==> config.mk <==
export PLATFORM = sky130hd
export DESIGN_NAME = display_mux_flat
export DESIGN_NICKNAME = d
export VERILOG_FILES = /design/src/rtl/clock_pkg.sv /design/src/rtl/display_mux_if.sv /design/src/rtl/seg7_decode.sv /design/src/rtl/display_mux.sv /design/src/flat_wrapper.sv
export SDC_FILE = /design/constraint.sdc
export NUM_CORES = 1
export LEC_CHECK = 0
export ABC_CLOCK_PERIOD_IN_PS = 3000
export CAP_MARGIN = 20
export CORE_MARGIN = 8
export CORE_UTILIZATION = 51
export DETAILED_ROUTE_END_ITERATION = 8
export GPL_TIMING_DRIVEN = 1
export PLACE_DENSITY = 0.74
export SKIP_CTS_REPAIR_TIMING = 1
export SLEW_MARGIN = 10
export SYNTH_ARGS = -nofsm -noshare
export SYNTH_HDL_FRONTEND = slang
export SYNTH_HIERARCHICAL = 1
export SYNTH_SLANG_ARGS = --single-unit
==> constraint.sdc <==
create_clock -name clk -period 3 [get_ports clk]
set_input_delay 0.45 -clock clk [delete_from_list [all_inputs] [get_ports clk]]
set_output_delay 0.45 -clock clk [all_outputs]
set_load 0.02 [all_outputs]
==> src/rtl/clock_pkg.sv <==
// Shared display constants: slot geometry and seven-segment patterns {g,f,e,d,c,b,a}.
package clock_pkg;

   localparam int unsigned SLOTS = 6;
   localparam int unsigned IDX_W = $clog2(SLOTS);

   typedef logic [IDX_W-1:0] idx_t;
   typedef logic [3:0]       bcd_t;
   typedef logic [6:0]       seg_t;

   localparam idx_t IDX_LAST = idx_t'(SLOTS - 1);

   localparam seg_t SEG_DASH  = 7'b1000000;
   localparam seg_t SEG_BLANK = 7'b0000000;

   // Element n is the pattern for digit n.
   localparam logic [9:0][6:0] SEG_DIGITS = {
      7'b1101111,  // 9
      7'b1111111,  // 8
      7'b0000111,  // 7
      7'b1111101,  // 6
      7'b1101101,  // 5
      7'b1100110,  // 4
      7'b1001111,  // 3
      7'b1011011,  // 2
      7'b0000110,  // 1
      7'b0111111   // 0
   };

endpackage

==> src/rtl/display_mux_if.sv <==
// Time digits in, multiplexed segment drive out.
interface display_mux_if;
   import clock_pkg::*;

   logic       ena;
   logic [3:0] sec_lo;
   logic [2:0] sec_hi;
   logic [3:0] min_lo;
   logic [2:0] min_hi;
   logic [3:0] hr_lo;
   logic [1:0] hr_hi;
   logic       lz_blank;
   logic       colon;
   seg_t       seg;
   logic       dp;
   logic [5:0] dig_n;
   logic       frame;

   modport master (
      output ena, sec_lo, sec_hi, min_lo, min_hi, hr_lo, hr_hi, lz_blank, colon,
      input  seg, dp, dig_n, frame
   );

   modport slave (
      input  ena, sec_lo, sec_hi, min_lo, min_hi, hr_lo, hr_hi, lz_blank, colon,
      output seg, dp, dig_n, frame
   );

endinterface

==> src/rtl/seg7_decode.sv <==
// Combinational BCD to seven-segment decode; non-decimal codes show a dash.
module seg7_decode
   import clock_pkg::*;
(
   input  bcd_t i_bcd,
   input  logic i_blank,
   output seg_t o_seg
);

   always_comb begin
      o_seg = SEG_DASH;
      if (i_blank) begin
         o_seg = SEG_BLANK;
      end else if (i_bcd <= 4'd9) begin
         o_seg = SEG_DIGITS[i_bcd];
      end
   end

endmodule

==> src/rtl/display_mux.sv <==
// Six-digit time display scanner: prescaled slot rotation with per-slot dead time,
// fed from a snapshot taken once per frame so a frame never shows a torn time.
module display_mux
   import clock_pkg::*;
#(
   parameter int unsigned SCAN_DIV  = 1000,
   parameter int unsigned BLANK_CYC = 8
) (
   input logic         clk,
   input logic         res,
   display_mux_if.slave io_bus
);

   localparam int unsigned PCNT_W = $clog2(SCAN_DIV);
   localparam logic [PCNT_W-1:0] PCNT_LAST = PCNT_W'(SCAN_DIV - 1);
   localparam logic [PCNT_W-1:0] BLANK_END = PCNT_W'(BLANK_CYC);

   logic [PCNT_W-1:0] r_pcnt;
   idx_t              r_idx;
   bcd_t              r_snap [SLOTS];
   seg_t              r_seg;
   logic              r_dp;
   logic [SLOTS-1:0]  r_dig_n;
   logic              r_frame;

   logic             w_wrap;
   logic             w_last_slot;
   logic             w_active;
   logic             w_lz;
   bcd_t             w_bcd;
   seg_t             w_seg;
   logic [SLOTS-1:0] w_sel_n;

   assign w_wrap      = (r_pcnt == PCNT_LAST);
   assign w_last_slot = (r_idx == IDX_LAST);
   assign w_active    = (r_pcnt >= BLANK_END);
   assign w_bcd       = r_snap[r_idx];
   assign w_lz        = io_bus.lz_blank && w_last_slot && (w_bcd == 4'd0);
   assign w_sel_n     = ~({{(SLOTS-1){1'b0}}, 1'b1} << r_idx);

   seg7_decode u_decode (
      .i_bcd   (w_bcd),
      .i_blank (w_lz),
      .o_seg   (w_seg)
   );

   always_ff @(posedge clk or posedge res) begin
      if (res) begin
         r_pcnt  <= '0;
         r_idx   <= '0;
         r_seg   <= SEG_BLANK;
         r_dp    <= 1'b0;
         r_dig_n <= '1;
         r_frame <= 1'b0;
         for (int i = 0; i < SLOTS; i++) begin
            r_snap[i] <= '0;
         end
      end else begin
         r_frame <= io_bus.ena && w_wrap && w_last_slot;
         if (io_bus.ena) begin
            r_pcnt <= w_wrap ? '0 : r_pcnt + PCNT_W'(1);
            if (w_wrap) begin
               r_idx <= w_last_slot ? '0 : r_idx + idx_t'(1);
            end
            if (w_wrap && w_last_slot) begin
               r_snap[0] <= io_bus.sec_lo;
               r_snap[1] <= {1'b0, io_bus.sec_hi};
               r_snap[2] <= io_bus.min_lo;
               r_snap[3] <= {1'b0, io_bus.min_hi};
               r_snap[4] <= io_bus.hr_lo;
               r_snap[5] <= {2'b00, io_bus.hr_hi};
            end
            // Outputs reflect the pre-edge slot state, hence one cycle behind it.
            r_seg   <= w_seg;
            r_dig_n <= (w_active && !w_lz) ? w_sel_n : '1;
            r_dp    <= io_bus.colon && (r_idx == idx_t'(2) || r_idx == idx_t'(4)) && w_active;
         end
      end
   end

   assign io_bus.seg   = r_seg;
   assign io_bus.dp    = r_dp;
   assign io_bus.dig_n = r_dig_n;
   assign io_bus.frame = r_frame;

endmodule
==> src/flat_wrapper.sv <==
// flat-port wrapper written by rule: the top's interface ports become plain ports
module display_mux_flat import clock_pkg::*;
#(
   parameter int unsigned SCAN_DIV  = 1000,
   parameter int unsigned BLANK_CYC = 8
)
  (clk, res, io_bus_ena, io_bus_sec_lo, io_bus_sec_hi, io_bus_min_lo, io_bus_min_hi, io_bus_hr_lo, io_bus_hr_hi, io_bus_lz_blank, io_bus_colon, io_bus_seg, io_bus_dp, io_bus_dig_n, io_bus_frame);
  display_mux_if io_bus_i ();
  input logic clk;
  input logic res;
  input wire logic [$bits(io_bus_i.ena)-1:0] io_bus_ena;
  input wire logic [$bits(io_bus_i.sec_lo)-1:0] io_bus_sec_lo;
  input wire logic [$bits(io_bus_i.sec_hi)-1:0] io_bus_sec_hi;
  input wire logic [$bits(io_bus_i.min_lo)-1:0] io_bus_min_lo;
  input wire logic [$bits(io_bus_i.min_hi)-1:0] io_bus_min_hi;
  input wire logic [$bits(io_bus_i.hr_lo)-1:0] io_bus_hr_lo;
  input wire logic [$bits(io_bus_i.hr_hi)-1:0] io_bus_hr_hi;
  input wire logic [$bits(io_bus_i.lz_blank)-1:0] io_bus_lz_blank;
  input wire logic [$bits(io_bus_i.colon)-1:0] io_bus_colon;
  output wire logic [$bits(io_bus_i.seg)-1:0] io_bus_seg;
  output wire logic [$bits(io_bus_i.dp)-1:0] io_bus_dp;
  output wire logic [$bits(io_bus_i.dig_n)-1:0] io_bus_dig_n;
  output wire logic [$bits(io_bus_i.frame)-1:0] io_bus_frame;
  assign io_bus_i.ena = io_bus_ena;
  assign io_bus_i.sec_lo = io_bus_sec_lo;
  assign io_bus_i.sec_hi = io_bus_sec_hi;
  assign io_bus_i.min_lo = io_bus_min_lo;
  assign io_bus_i.min_hi = io_bus_min_hi;
  assign io_bus_i.hr_lo = io_bus_hr_lo;
  assign io_bus_i.hr_hi = io_bus_hr_hi;
  assign io_bus_i.lz_blank = io_bus_lz_blank;
  assign io_bus_i.colon = io_bus_colon;
  assign io_bus_seg = io_bus_i.seg;
  assign io_bus_dp = io_bus_i.dp;
  assign io_bus_dig_n = io_bus_i.dig_n;
  assign io_bus_frame = io_bus_i.frame;
  display_mux #(.SCAN_DIV(SCAN_DIV), .BLANK_CYC(BLANK_CYC)) u_core (.clk(clk), .res(res), .io_bus(io_bus_i));
endmodule
==> results by group <==
Clock tree
  • CTS tree: yes
  • Htree depth: 2
  • TritonCTS sink count: 48
  • Num CTS Buffers: 5
  • Root Buffer Master: clkbuf_8
  • Clock tree buffer depth: 2
  • Clk Latency, worst-skew pair: 0.30 ns
  • Clk slew on worst S/H paths: roughly 0.09 ns

Logic synthesis
  • FF+latch count, synth: between 40 and 50
  • Syn_area_per_cell: 11.3 um2
  • Syn_nets: about 250
  • Mapped Cells: approximately 220
  • Warnings, synthesis: 6
  • Top_reg_cell synth: dfrtp_1
  • FFs w/ async S/R, synth: between 90% and 100%
  • EDFF count, synth: 0
  • Number of library cell types mapped by synthesis: 48
  • Sequential fraction of the synthesis area: 49.0%
  • Mapped Area: between 2000 and 2500 um2

Layout
  • Design Area, Final: a little over 3000 um2
  • Share of layout cells above drive strength 1: 21.5%
  • Antenna cells: 0
  • Nets: a little under 300
  • Area growth from synthesis to layout: 22.3%

Die
  • Initial Util: a little over half
  • Rows: 25
  • Die span in x: between 80 and 90 um
  • Die height: around 86 um
  • Core Box Area: about 4700 um2
  • Ports: 40
  • Die area: approximately 7300 um2

Routing
  • Drt drc: 0
  • Vias per cell: 5.61
  • Vias after detailed routing: roughly 1.8k
  • WL final: 4700 um
  • Router iterations before antenna repair: 4
  • Routed Antenna Nets: 0
  • Avg WL per Cell: ~15 um
  • Drt initial violations: about 140

Critical path
  • Worst setup SP type: register
  • CP Max Fanout: 13
  • Critical Path, Cell by Cell: nand2b_1 > o21ai_0 > inv_1 > ha_1 > or2b_1 > a21oi_1 > nor2_1 > mux2_2
  • R2r setup slk: ~0.55 ns
  • Number of cells on the worst reg-to-reg path: 8
  • Reg-to-Reg End: u_core/io_bus.seg[3]
  • Worst EP arrival: between 2 and 3 ns
  • Max incr delay on CP: roughly 0.53 ns
  • CP endpoint kind: register
  • Critical Path RT: roughly 3.2 ns
  • R2R Path Start: u_core/r_idx[1]
  • WP buf/inv: 1
  • Critical-path top delay cell: dfrtp_1
  • Crit path kind: reg2reg
  • CP delay by family, top: compound AO/OA/AOI/OAI gates

Placed design
  • DP Wirelength: 3420 um
  • Placed cell area: 2900 um2
  • PortBufs: 39
  • Routability cong.: between 0.8 and 0.9

GRT
  • Largest net degree at the start of global routing: around 50
  • Vias in the first global route: 1,821
  • Initial antenna violation count: 0
  • Total track usage: ~14%
  • Gr ovfl total: 0
  • First-pass GRT wire length: 8290 um

Timing
  • Slew Viols, Final: 0
  • Post-layout min period: ~2.5 ns
  • Worst slew pin tran: 0.583 ns
  • RSZ-0062 raised after global routing: no
  • Period utilization: about four fifths
  • Endpoints failing hold: 0
  • Final setup TNS: 0 ns
  • Setup Skew: 0.00982 ns
  • Slew headroom: roughly three fifths
  • Max Fclk: 407 MHz
  • Final Setup Violations: 0
  • Worst hold slack: 0.490 ns

Pwr
  • Clock power share: 34.4%
  • Sequential power share: 53.9%
  • Net switching power: approximately 350 uW
  • Pwr Density: about 440 nW/um2
  • Internal: about 990 uW
  • Static Leak: roughly 0.0013 uW
  • Worst IR Drop VDD: about 270 uV
  • Final Total Pwr: 1340 uW
  • Switching part of the total: 26.0%
  • Combinational Power Share: around an eighth

Hold path
  • Class of the worst hold path: reg2reg
  • Hold Path Origin: u_core/io_bus.dig_n[4]
  • Hold-critical path depth: 2
  • Hold endpoint: u_core/io_bus.dig_n[4]

Outcome
  • Status: complete, no violations

Job
  • Max Cap Violations: 0
## cell usage in the layout, fill, tap and decap left out, types with 7 or more instances in the layout
cell type         n
clkdlybuf4s50_1  39
dfrtp_1          42
ha_1              9
inv_1             8
mux2_2           28
nand2_1          14
nor2_1           14
nor3_1            7
o21ai_0           9
## layout make-up
type | count | area, um2
inverters | 9 | 33.8
flip-flops and latches | 48 | 1210
clock buffers | 5 | 68.8
fillers | 401 | 1680
well taps | 54 | 67.6
repair buffers | 45 | 435
multi-input cells | 150 | 1160
clock inverters | 3 | 42.5
## cells by family after synthesis
| family | Yosys count | share of synthesized area (%) |
|---|---|---|
| flops | 48 | 49.0 |
| xor+xnor | 3 | 1.07 |
| compound gates | 34 | 9.23 |
| simple gates | 68 | 15.0 |
| buf+inv | 20 | 4.01 |
| fa+ha+maj | 9 | 4.57 |
| mux | 36 | 17.1 |
## flip-flops by register name (all words and copies together) (netlist names)
register	flops
u_core/r_pcnt	10
u_core/io_bus.dp	1
u_core/r_idx	3
u_core/io_bus.seg	7
u_core/io_bus.frame	1
u_core/io_bus.dig_n	6
u_core/r_snap	20
## worst max-delay path by stage
| stage | from | endpoint | cells past startpoint |
|---|---|---|---|
| after floorplan | u_core/r_idx[0] | u_core/io_bus.seg[3] | 9 |
| after global placement | u_core/r_idx[0] | u_core/io_bus.seg[3] | 9 |
| after detailed placement | u_core/r_idx[1] | u_core/io_bus.seg[3] | 8 |
| after CTS | u_core/r_idx[1] | u_core/io_bus.seg[3] | 8 |
| after global routing | u_core/r_idx[1] | u_core/io_bus.seg[3] | 8 |
| final | u_core/r_idx[1] | u_core/io_bus.seg[3] | 8 |
## power groups by stage
stage               Sequential (uW)  Clock, uW  Combinational (uW)
global route                    731        492                 175
detailed placement              734          0                 154
floorplan                       722          0                 119
finish                          721        461                 157
global placement                733          0                 151
CTS                             721        477                 157
## cells in the mapped netlist (2+ instances only)
cell	instances	area share (%)
dfrtp_1	42	43
mux2_2	28	13
nand2_1	14	2.1
nor2_1	14	2.1
ha_1	9	4.6
inv_1	9	1.4
o21ai_0	9	1.8
nor3_1	7	1.4
a21oi_1	6	1.2
clkbuf_1	6	0.91
dfstp_2	6	6.4
mux2i_1	5	2.0
nand3_1	5	1.0
a31oi_1	4	1.0
a41oi_1	4	1.4
nor2b_1	4	1.0
buf_6	3	1.4
nor4_1	3	0.76
or2_2	3	0.76
or4_1	3	0.91
xnor2_1	3	1.1
and2b_1	2	0.61
mux4_2	2	1.8
nand2b_1	2	0.51
nand4_1	2	0.51
## worst register-to-register path: cells and delay by family (launching register included)
kind,cells,cell delay [ns]
AO/OA/AOI/OAI,2,0.54
flip-flops,1,0.53
AND/OR/NAND/NOR,3,0.49
adder cells (fa/ha/maj),1,0.33
multiplexers,1,0.26
buffers and inverters,1,0.18
## layer usage
metal	GRT usage [%]	up-vias	wire length [um]
li1	-	869	-
met1	18.7	849	2350
met2	20.7	40	2090
met3	3.63	5	218
met4	4.94	0	39
met5	0	-	0
## per-stage QoR
stage          cells  utilization (%)  worst slack [ns]
6_report         314             64.3             0.546
3_5_place_dp     306             61.9             0.617
4_1_cts          314             64.3             0.551
5_1_grt          314             64.3             0.396
2_1_floorplan    218                -             0.550
3_3_place_gp     306             61.9             0.677
Power figures use the tool's default switching activity.
